File: src/rtl/decode_stage_pipe_pkg.sv
// Shared definitions for the decode stage: immediate/destination select codes,
// instruction field positions and a small tag-compare helper.
package decode_stage_pipe_pkg;

  typedef enum logic [1:0] {
    IMM_SEXT5  = 2'b00,
    IMM_SEXT8  = 2'b01,
    IMM_ZEXT5  = 2'b10,
    IMM_SEXT11 = 2'b11
  } imm_sel_e;

  typedef enum logic [1:0] {
    RDST_RS   = 2'b00,
    RDST_RD   = 2'b01,
    RDST_LINK = 2'b10,
    RDST_RT   = 2'b11
  } reg_dst_e;

  localparam int REG_IDX_W = 3;
  localparam int NUM_REGS  = 1 << REG_IDX_W;
  localparam int RS_LSB    = 8;
  localparam int RT_LSB    = 5;
  localparam int RD_LSB    = 2;
  localparam int IMM5_W    = 5;
  localparam int IMM8_W    = 8;
  localparam int IMM11_W   = 11;

  typedef logic [REG_IDX_W-1:0] reg_idx_t;

  function automatic logic idx_hit(input logic en, input reg_idx_t a, input reg_idx_t b);
    return en && (a == b);
  endfunction

endpackage

File: src/rtl/decode_stage_pipe_rf_bypass.sv
// 8-entry register file: two asynchronous read ports, one synchronous write port,
// optional write-through so a same-cycle WB write is visible on the read ports.
module decode_stage_pipe_rf_bypass
  import decode_stage_pipe_pkg::*;
#(
  parameter int DATA_W    = 16,
  parameter bit BYPASS_EN = 1'b1
) (
  input  logic                        clk,
  input  logic                        rst,
  input  logic                        we,
  input  reg_idx_t                    waddr,
  input  logic [DATA_W-1:0]           wdata,
  input  logic [1:0][REG_IDX_W-1:0]   raddr,
  output logic [1:0][DATA_W-1:0]      rdata
);

  logic [DATA_W-1:0] mem_reg [NUM_REGS];

  always_ff @(posedge clk or negedge rst) begin
    if (!rst) begin
      for (int i = 0; i < NUM_REGS; i++) mem_reg[i] <= '0;
    end else if (we) begin
      mem_reg[waddr] <= wdata;
    end
  end

  for (genvar gi = 0; gi < 2; gi++) begin : g_rd
    if (BYPASS_EN) begin : g_byp
      assign rdata[gi] = idx_hit(we, waddr, raddr[gi]) ? wdata : mem_reg[raddr[gi]];
    end else begin : g_nobyp
      assign rdata[gi] = mem_reg[raddr[gi]];
    end
  end

endmodule

File: src/rtl/decode_stage_pipe.sv
// Instruction-decode stage: operand read, immediate/destination select, load-use
// hazard detection and the ID/EX register with valid/ready handshake.
module decode_stage_pipe
  import decode_stage_pipe_pkg::*;
#(
  parameter int DATA_W    = 16,
  parameter int PC_W      = 16,
  parameter int CTRL_W    = 24,
  parameter int LINK_REG  = 7,
  parameter bit BYPASS_EN = 1'b1
) (
  input  logic              clk,
  input  logic              rst,
  input  logic              if_valid,
  input  logic [15:0]       if_instr,
  input  logic [PC_W-1:0]   if_pc,
  output logic              id_ready,
  input  logic              flush,
  input  logic [1:0]        ctrl_regDst,
  input  logic [1:0]        ctrl_immSel,
  input  logic              ctrl_uses_rs,
  input  logic              ctrl_uses_rt,
  input  logic              ctrl_regWrite,
  input  logic              ctrl_memRead,
  input  logic [CTRL_W-1:0] ctrl_bundle,
  input  logic              wb_regWrite,
  input  logic [2:0]        wb_write_reg,
  input  logic [DATA_W-1:0] wb_data,
  input  logic              ex_ready,
  output logic              idex_valid,
  output logic [PC_W-1:0]   idex_pc,
  output logic [DATA_W-1:0] idex_reg1,
  output logic [DATA_W-1:0] idex_reg2,
  output logic [DATA_W-1:0] idex_imm,
  output logic [2:0]        idex_write_reg,
  output logic              idex_regWrite,
  output logic              idex_memRead,
  output logic [CTRL_W-1:0] idex_ctrl
);

  reg_idx_t                 rs_sel, rt_sel, rd_sel;
  logic [1:0][DATA_W-1:0]   rf_rdata;
  logic [DATA_W-1:0]        imm_next;
  reg_idx_t                 dst_next;
  logic                     advance, hazard, hold_fwd1, hold_fwd2;
  logic                     unused_opcode;

  logic                     idex_valid_reg;
  logic [PC_W-1:0]          idex_pc_reg;
  logic [DATA_W-1:0]        idex_reg1_reg, idex_reg2_reg, idex_imm_reg;
  reg_idx_t                 idex_write_reg_reg, rs_tag_reg, rt_tag_reg;
  logic                     idex_regWrite_reg, idex_memRead_reg;
  logic [CTRL_W-1:0]        idex_ctrl_reg;

  assign rs_sel        = if_instr[RS_LSB +: REG_IDX_W];
  assign rt_sel        = if_instr[RT_LSB +: REG_IDX_W];
  assign rd_sel        = if_instr[RD_LSB +: REG_IDX_W];
  assign unused_opcode = ^if_instr[15:IMM11_W];

  decode_stage_pipe_rf_bypass #(
    .DATA_W    (DATA_W),
    .BYPASS_EN (BYPASS_EN)
  ) u_rf (
    .clk   (clk),
    .rst   (rst),
    .we    (wb_regWrite),
    .waddr (wb_write_reg),
    .wdata (wb_data),
    .raddr ({rt_sel, rs_sel}),
    .rdata (rf_rdata)
  );

  always_comb begin
    imm_next = '0;
    case (imm_sel_e'(ctrl_immSel))
      IMM_SEXT5:  imm_next = {{(DATA_W-IMM5_W){if_instr[IMM5_W-1]}}, if_instr[IMM5_W-1:0]};
      IMM_SEXT8:  imm_next = {{(DATA_W-IMM8_W){if_instr[IMM8_W-1]}}, if_instr[IMM8_W-1:0]};
      IMM_ZEXT5:  imm_next = {{(DATA_W-IMM5_W){1'b0}}, if_instr[IMM5_W-1:0]};
      IMM_SEXT11: imm_next = {{(DATA_W-IMM11_W){if_instr[IMM11_W-1]}}, if_instr[IMM11_W-1:0]};
      default:    imm_next = '0;
    endcase
  end

  always_comb begin
    dst_next = rs_sel;
    case (reg_dst_e'(ctrl_regDst))
      RDST_RS:   dst_next = rs_sel;
      RDST_RD:   dst_next = rd_sel;
      RDST_LINK: dst_next = REG_IDX_W'(LINK_REG);
      RDST_RT:   dst_next = rt_sel;
      default:   dst_next = rs_sel;
    endcase
  end

  // A load already in ID/EX cannot forward to the instruction behind it: bubble once.
  assign advance  = ~idex_valid_reg | ex_ready;
  assign hazard   = idex_valid_reg & idex_memRead_reg & idex_regWrite_reg &
                    (idx_hit(ctrl_uses_rs, rs_sel, idex_write_reg_reg) |
                     idx_hit(ctrl_uses_rt, rt_sel, idex_write_reg_reg));
  assign id_ready = flush | (advance & ~hazard);

  assign hold_fwd1 = BYPASS_EN && idex_valid_reg && idx_hit(wb_regWrite, wb_write_reg, rs_tag_reg);
  assign hold_fwd2 = BYPASS_EN && idex_valid_reg && idx_hit(wb_regWrite, wb_write_reg, rt_tag_reg);

  always_ff @(posedge clk or negedge rst) begin
    if (!rst) begin
      idex_valid_reg     <= 1'b0;
      idex_pc_reg        <= '0;
      idex_reg1_reg      <= '0;
      idex_reg2_reg      <= '0;
      idex_imm_reg       <= '0;
      idex_write_reg_reg <= '0;
      idex_regWrite_reg  <= 1'b0;
      idex_memRead_reg   <= 1'b0;
      idex_ctrl_reg      <= '0;
      rs_tag_reg         <= '0;
      rt_tag_reg         <= '0;
    end else if (flush) begin
      idex_valid_reg <= 1'b0;
    end else if (advance) begin
      if (hazard || !if_valid) begin
        idex_valid_reg <= 1'b0;
      end else begin
        idex_valid_reg     <= 1'b1;
        idex_pc_reg        <= if_pc;
        idex_reg1_reg      <= rf_rdata[0];
        idex_reg2_reg      <= rf_rdata[1];
        idex_imm_reg       <= imm_next;
        idex_write_reg_reg <= dst_next;
        idex_regWrite_reg  <= ctrl_regWrite;
        idex_memRead_reg   <= ctrl_memRead;
        idex_ctrl_reg      <= ctrl_bundle;
        rs_tag_reg         <= rs_sel;
        rt_tag_reg         <= rt_sel;
      end
    end else begin
      // Stalled in ID/EX: keep operands current with WB so EX never sees a stale value.
      if (hold_fwd1) idex_reg1_reg <= wb_data;
      if (hold_fwd2) idex_reg2_reg <= wb_data;
    end
  end

  assign idex_valid     = idex_valid_reg;
  assign idex_pc        = idex_pc_reg;
  assign idex_reg1      = idex_reg1_reg;
  assign idex_reg2      = idex_reg2_reg;
  assign idex_imm       = idex_imm_reg;
  assign idex_write_reg = idex_write_reg_reg;
  assign idex_regWrite  = idex_regWrite_reg;
  assign idex_memRead   = idex_memRead_reg;
  assign idex_ctrl      = idex_ctrl_reg;

endmodule

File: config.mk
export PLATFORM = sky130hd
export DESIGN_NAME = decode_stage_pipe
export DESIGN_NICKNAME = d
export VERILOG_FILES = /design/src/rtl/decode_stage_pipe_pkg.sv /design/src/rtl/decode_stage_pipe_rf_bypass.sv /design/src/rtl/decode_stage_pipe.sv
export SDC_FILE = /design/constraint.sdc
export NUM_CORES = 1
export LEC_CHECK = 0
export CAP_MARGIN = 0
export CORE_MARGIN = 5
export CORE_UTILIZATION = 54
export DETAILED_ROUTE_END_ITERATION = 8
export PLACE_DENSITY = 0.77
export SLEW_MARGIN = 20
export SYNTH_ARGS = -nofsm -noshare
export SYNTH_HDL_FRONTEND = slang
export SYNTH_SLANG_ARGS = --single-unit
export TNS_END_PERCENT = 20
File: constraint.sdc
create_clock -name clk -period 1.9 [get_ports clk]
set_input_delay 0.19 -clock clk [delete_from_list [all_inputs] [get_ports clk]]
set_output_delay 0.19 -clock clk [all_outputs]
set_load 0.03 [all_outputs]
**Word-level counts from Yosys, hierarchy flattened**

Index checks and enable logic that the tools add are counted.

- Bitwise gates (word level): 14
- Equal/unequal tests: 13
- Mux-type cells: 22
- Reduce and logical (&&, ||, !) cells: 19
- Order comparisons: 4

Operator list:

| cell | number |
|---|---|
| two-way mux 16 bit | 13 |
| bitwise mux 128 bit | 1 |
| binary-select mux 16 bit (select 3 bit) | 2 |
| one-hot mux 16 bit (4 select lines) | 1 |
| demux 16 bit (select 3 bit) | 1 |
| == test 3 bit | 6 |
| greater-or-equal comparator 4 bit, second input constant | 3 |
| inverter 3 -> 4 bit | 3 |
| one-hot mux 3 bit (4 select lines) | 1 |
| logical AND 1 bit | 9 |
| AND reduction 3 bit | 3 |
| == test 2 bit, second input constant | 4 |
| nonzero test 2 bit | 3 |
| bitwise AND 1 bit | 4 |
| == test 2 x 1 -> 1 bit, second input constant | 2 |
| logical NOT 2 bit | 2 |
| less-than comparator 4 x 1 -> 1 bit, second input constant | 1 |
| inverter 1 bit | 4 |
| two-way mux 1 bit | 3 |
| OR 1 bit | 3 |
| != test 2 bit, second input constant | 1 |
| logical NOT 1 bit | 1 |
| logical OR 1 bit | 1 |

- Input port bits: 89
- Register bits after elaboration: 228
- Output and inout bits: 95
- Logic and storage cells: 91

**Longest topological paths before layout**

- Depth after elaboration: 8
- Gate-level depth with buffers: 7

**Modules after synthesis**

From an unflattened synthesis, not the netlist that was laid out.

- Cell total of the unflattened synthesis: 795
- Area total of the unflattened synthesis: 11911.4 um^2

By module, submodules not included:

| module | instances | area each (um^2) | cells an instance |
|---|---|---|---|
| decode_stage_pipe_rf_bypass | 1 | 7508.5 | 452 |
| decode_stage_pipe | 1 | 4403.0 | 343 |

**Least setup slack after synthesis**

OpenSTA, ideal clock, no wires.

- Kind: flip-flop to flip-flop
- Start: register idex_write_reg_reg[0] (netlist: idex_write_reg[0])
- End: register idex_ctrl_reg[17] (netlist: idex_ctrl[17])
- Required time: 1.775 ns
- Period minus slack after synthesis: 1.784 ns
- Library setup time: 0.125 ns
- Setup slack: 0.116 ns
- Path buffers: 1
- Data arrival time: 1.659 ns
- Cell stages (with the launch flop): 7
- Path through: dfrtp_1 xnor2_1 nand4_1 a21oi_4 nor2_4 buf_6 mux2_2

- Word-level cells in the longest chain between the ends: 7

RTL lines:

| item | RTL line | RTL |
|---|---|---|
| from (decl) | decode_stage_pipe.sv:51 | `reg_idx_t idex_write_reg_reg, rs_tag_reg, rt_tag_reg;` |
| from (signal assigned) | decode_stage_pipe.sv:129 | `idex_write_reg_reg <= dst_next;` |
| == test 3 bit | decode_stage_pipe_pkg.sv:31 | `return en && (a == b);` |
| logical AND 1 bit | decode_stage_pipe_pkg.sv:31 |  |
| OR 1 bit * | decode_stage_pipe.sv:98 | `(idx_hit(ctrl_uses_rs, rs_sel, idex_write_reg_reg) \|` |
| bitwise AND 1 bit * | decode_stage_pipe.sv:97 | `assign hazard = idex_valid_reg & idex_memRead_reg & idex_regWrite_reg &` |
| logical OR 1 bit * | decode_stage_pipe.sv:121 | `if (hazard \|\| !if_valid) begin` |
| inverter 1 bit (no line) * | -- |  |
| AND reduction 3 bit (no line) * | -- |  |
| to (signal assigned) | decode_stage_pipe.sv:132 | `idex_ctrl_reg <= ctrl_bundle;` |
| to (decl) | decode_stage_pipe.sv:53 | `logic [CTRL_W-1:0] idex_ctrl_reg;` |

Every way passes the cells marked *; elsewhere a longest branch is shown, timed or not.
A chain may end at the register's enable or synchronous reset.

**Worst setup path in the final report**

- Start: register idex_write_reg_reg[2] (netlist: idex_write_reg[2])
- End: register idex_ctrl_reg[2] (netlist: idex_ctrl[2])

Same word-level chain as after synthesis.

==> results.py <==
metrics = {
    "yosys": {
        "synth_most_common_cell": "dfrtp_1",
        "postSynthCellCount": 777,
        "synth_area_leaders": "dfrtp_1 50%, mux2_2 18%, mux4_2 13%, mux2i_1 6.4%, o21ai_0 1.6%",
        "synth.top_cell.area_share_pct": 50.3,
        "synth_commonest_cells": "223 x dfrtp_1, 181 x mux2_2, 71 x mux2i_1",
        "ys_types": 31,
        "synth_top_area_cell": "dfrtp_1",
        "async_flop_share_pct": 100,
        "avgSynthCellArea_um2": 14.3,
        "ys_seq_area_share_pct": 50.3,
        "yosysWarningCount": 0,
        "synth_ff_type": "dfrtp_1",
        "synth_fp_nets": 866,
        "netlist_area_um2": 11100,
        "ys_ff_latch": 223,
        "synth_edf_count": 0,
    },
    "worst_setup_path": {
        "cp-end-kind": "register",
        "worstPathRequired_ps": 2300,
        "crit_path_cell_trace": "xnor2_2 > nand4_1 > a21oi_4 > buf_4 > nor2_4 > buf_12 > buf_12 > mux2_2",
        "crit_path_max_fanout": 16,
        "critical_path.max_stage_delay_ps": 440,
        "worstPathArrival_ps": 2310,
        "start_kind": "register",
        "cp_common_cell": "buf_12",
        "cp_slowest_cell": "dfrtp_2",
        "crit_type": "reg -> reg",
    },
    "grt": {
        "grt_pass1_vias": 8142,
        "grt_max_degree": 68,
        "grtUsageTotal_pct": 24.6,
        "antenna_found_initial": 0,
        "grt_remaining_overflow": 0,
        "grt_first_pass_wirelength_um": 46100,
    },
    "floorplan": {
        "io_pins": 184,
        "core-area_um2": 20200,
        "core.rowCount": 52,
        "dieArea_um2": 23500,
        "die_w_um": 153,
        "die_y_um": 153,
        "start_util_pct": 54.8,
    },
    "timing": {
        "drv_slew": 0,
        "setup_viol": 5,
        "setup_slack_ps": -18.0,
        "rsz0062_at_grt": "true",
        "worst_slew_pin_slew_ps": 558,
        "finalSetupTns_ps": -67.1,
        "finalCritPeriodShare_pct": 101,
        "slew_headroom_pct": 62.8,
        "finalHoldViolCount": 0,
        "min_period_ps": 1920,
        "max_clock_freq_mhz": 521,
        "fin_skew_ps": 12.9,
    },
    "finish": {
        "drive_above_1_share_pct": 36.4,
        "filler_cell_count": 1293,
        "area_delta_synth_final_pct": 30.6,
        "fin_nets": 1059,
        "design_area_um2": 14500,
        "antennaDiodeCount": 0,
        "largest_register_ff_count": 128,
    },
    "cts": {
        "htree_levels": 1,
        "path_clk_slew_ps": 60,
        "clk_path_buf_depth": 3,
        "cts_tree": "done",
        "cts_buffers": 24,
        "cts_root_buffer": "clkbuf_16",
        "insertion_delay_ps": 520,
        "cts_num_sinks": 223,
    },
    "route": {
        "drt-vias-per-instance": 5.80,
        "drtIter0Drc": 355,
        "dr.pass1.iters": 4,
        "route.detailed.drc": 0,
        "drtAntennaViolNets": 0,
        "dr_total_vias": 7288,
        "wirelength_um": 29100,
        "wire_per_inst_um": 23.1,
    },
    "hold_path": {
        "hold_class": "in -> async",
    },
    "placed_design": {
        "place_congestion": 0.801,
        "io_buffer_count": 178,
        "dp_hpwl_um": 19300,
        "placed_area_um2": 13600,
    },
    "run_status": {
        "outcome": "complete, but fails checks",
        "violations": "negative setup slack",
    },
    "power": {
        "p_total_mw": 16.4,
        "p_leak_nw": 6.22,
        "powerDensity_nw_per_um2": 1130,
        "peakVddDrop_mv": 0.765,
    },
    "run": {
        "max-cap-violations": 0,
    },
}
-- worst paths after layout --
path	start	end	slack (ps)	cells past startpoint
min in group clk	if_pc[6]	idex_pc[6]	280	2
worst min-delay path	rst	idex_reg1[4]	220	2
max in group asynchronous	rst	idex_write_reg[2]	960	3
worst max register to register	idex_write_reg[2]	idex_ctrl[2]	-20	8
worst max-delay path	idex_write_reg[2]	idex_ctrl[2]	-20	8
worst min register to register	idex_imm[1]	idex_imm[1]	500	1
-- layer usage --
layer / up-vias / track usage [%] / wire, um
li1: 3204 / - / -
met1: 3780 / 31.2 / 11100
met2: 230 / 43.2 / 15200
met3: 74 / 3.93 / 1760
met4: 0 / 8.54 / 970
met5: - / 0 / 0
-- area by class of cell --
type | count | area [um^2] | area share [%]
sequential | 223 | 5580 | 38.5
multi-input combinational | 448 | 5120 | 35.3
timing repair buffer | 237 | 2550 | 17.6
clock buffer | 37 | 721 | 4.97
tap | 270 | 338 | 2.33
inverter | 36 | 135 | 0.932
clock inverter | 5 | 57.6 | 0.397
-- cells in the final DEF, fill, tap and decap left out, types with 7 or more instances in the layout --
cell type	netlist	layout
dfrtp_1	223	222
clkdlybuf4s50_1	0	163
mux2_2	181	160
mux2i_1	71	69
mux4_2	64	64
inv_1	36	36
o21ai_0	35	35
nand2_1	34	34
buf_4	9	29
buf_12	0	26
clkbuf_16	0	25
mux2_4	0	21
xnor2_1	18	16
a21oi_1	7	7
clkbuf_1	16	7
-- where the power goes --
group	internal, mW	switching [mW]
clock	2.74	1.88
sequential	5.86	0.781
combinational	2.69	2.45
-- kinds of logic after synthesis --
kind of cell | synth area share (%)
and+or+nand+nor | 2.84
buffers and inverters | 4.67
muxes | 38.4
xor gates and xnor gates | 1.42
AOI/OAI and AO/OA | 2.42
DFF | 50.3
-- critical path: cells and delay by family, from the launching register on --
family	cells	cell delay (ps)
AOI/OAI and AO/OA	1	70
xor gates and xnor gates	1	140
buffers and inverters	3	500
DFF	1	440
muxes	1	340
and+or+nand+nor	2	300
-- metrics by stage --
stage	std cells	hold WS, ps	worst slack [ps]	util [%]
after floorplan	777	-106	116	-
after global placement	1208	185	-142	67.0
after detailed placement	1208	195	-213	67.0
after CTS	1253	244	-67.1	71.0
after global routing	1256	271	-81.2	71.6
final	1256	222	-18.0	71.6
-- repair_timing --
| item | in CTS | in global routing |
|---|---|---|
| endpoints found under the hold margin | 61 | 0 |
| setup endpoints to repair | 30 | 55 |
| setup buffers | 2 | 3 |
| hold buffers | 1 | 0 |
| gates resized for setup | 11 | 32 |
| pin swaps | 1 | 2 |
Note: power is estimated with default switching activity, not from simulation.
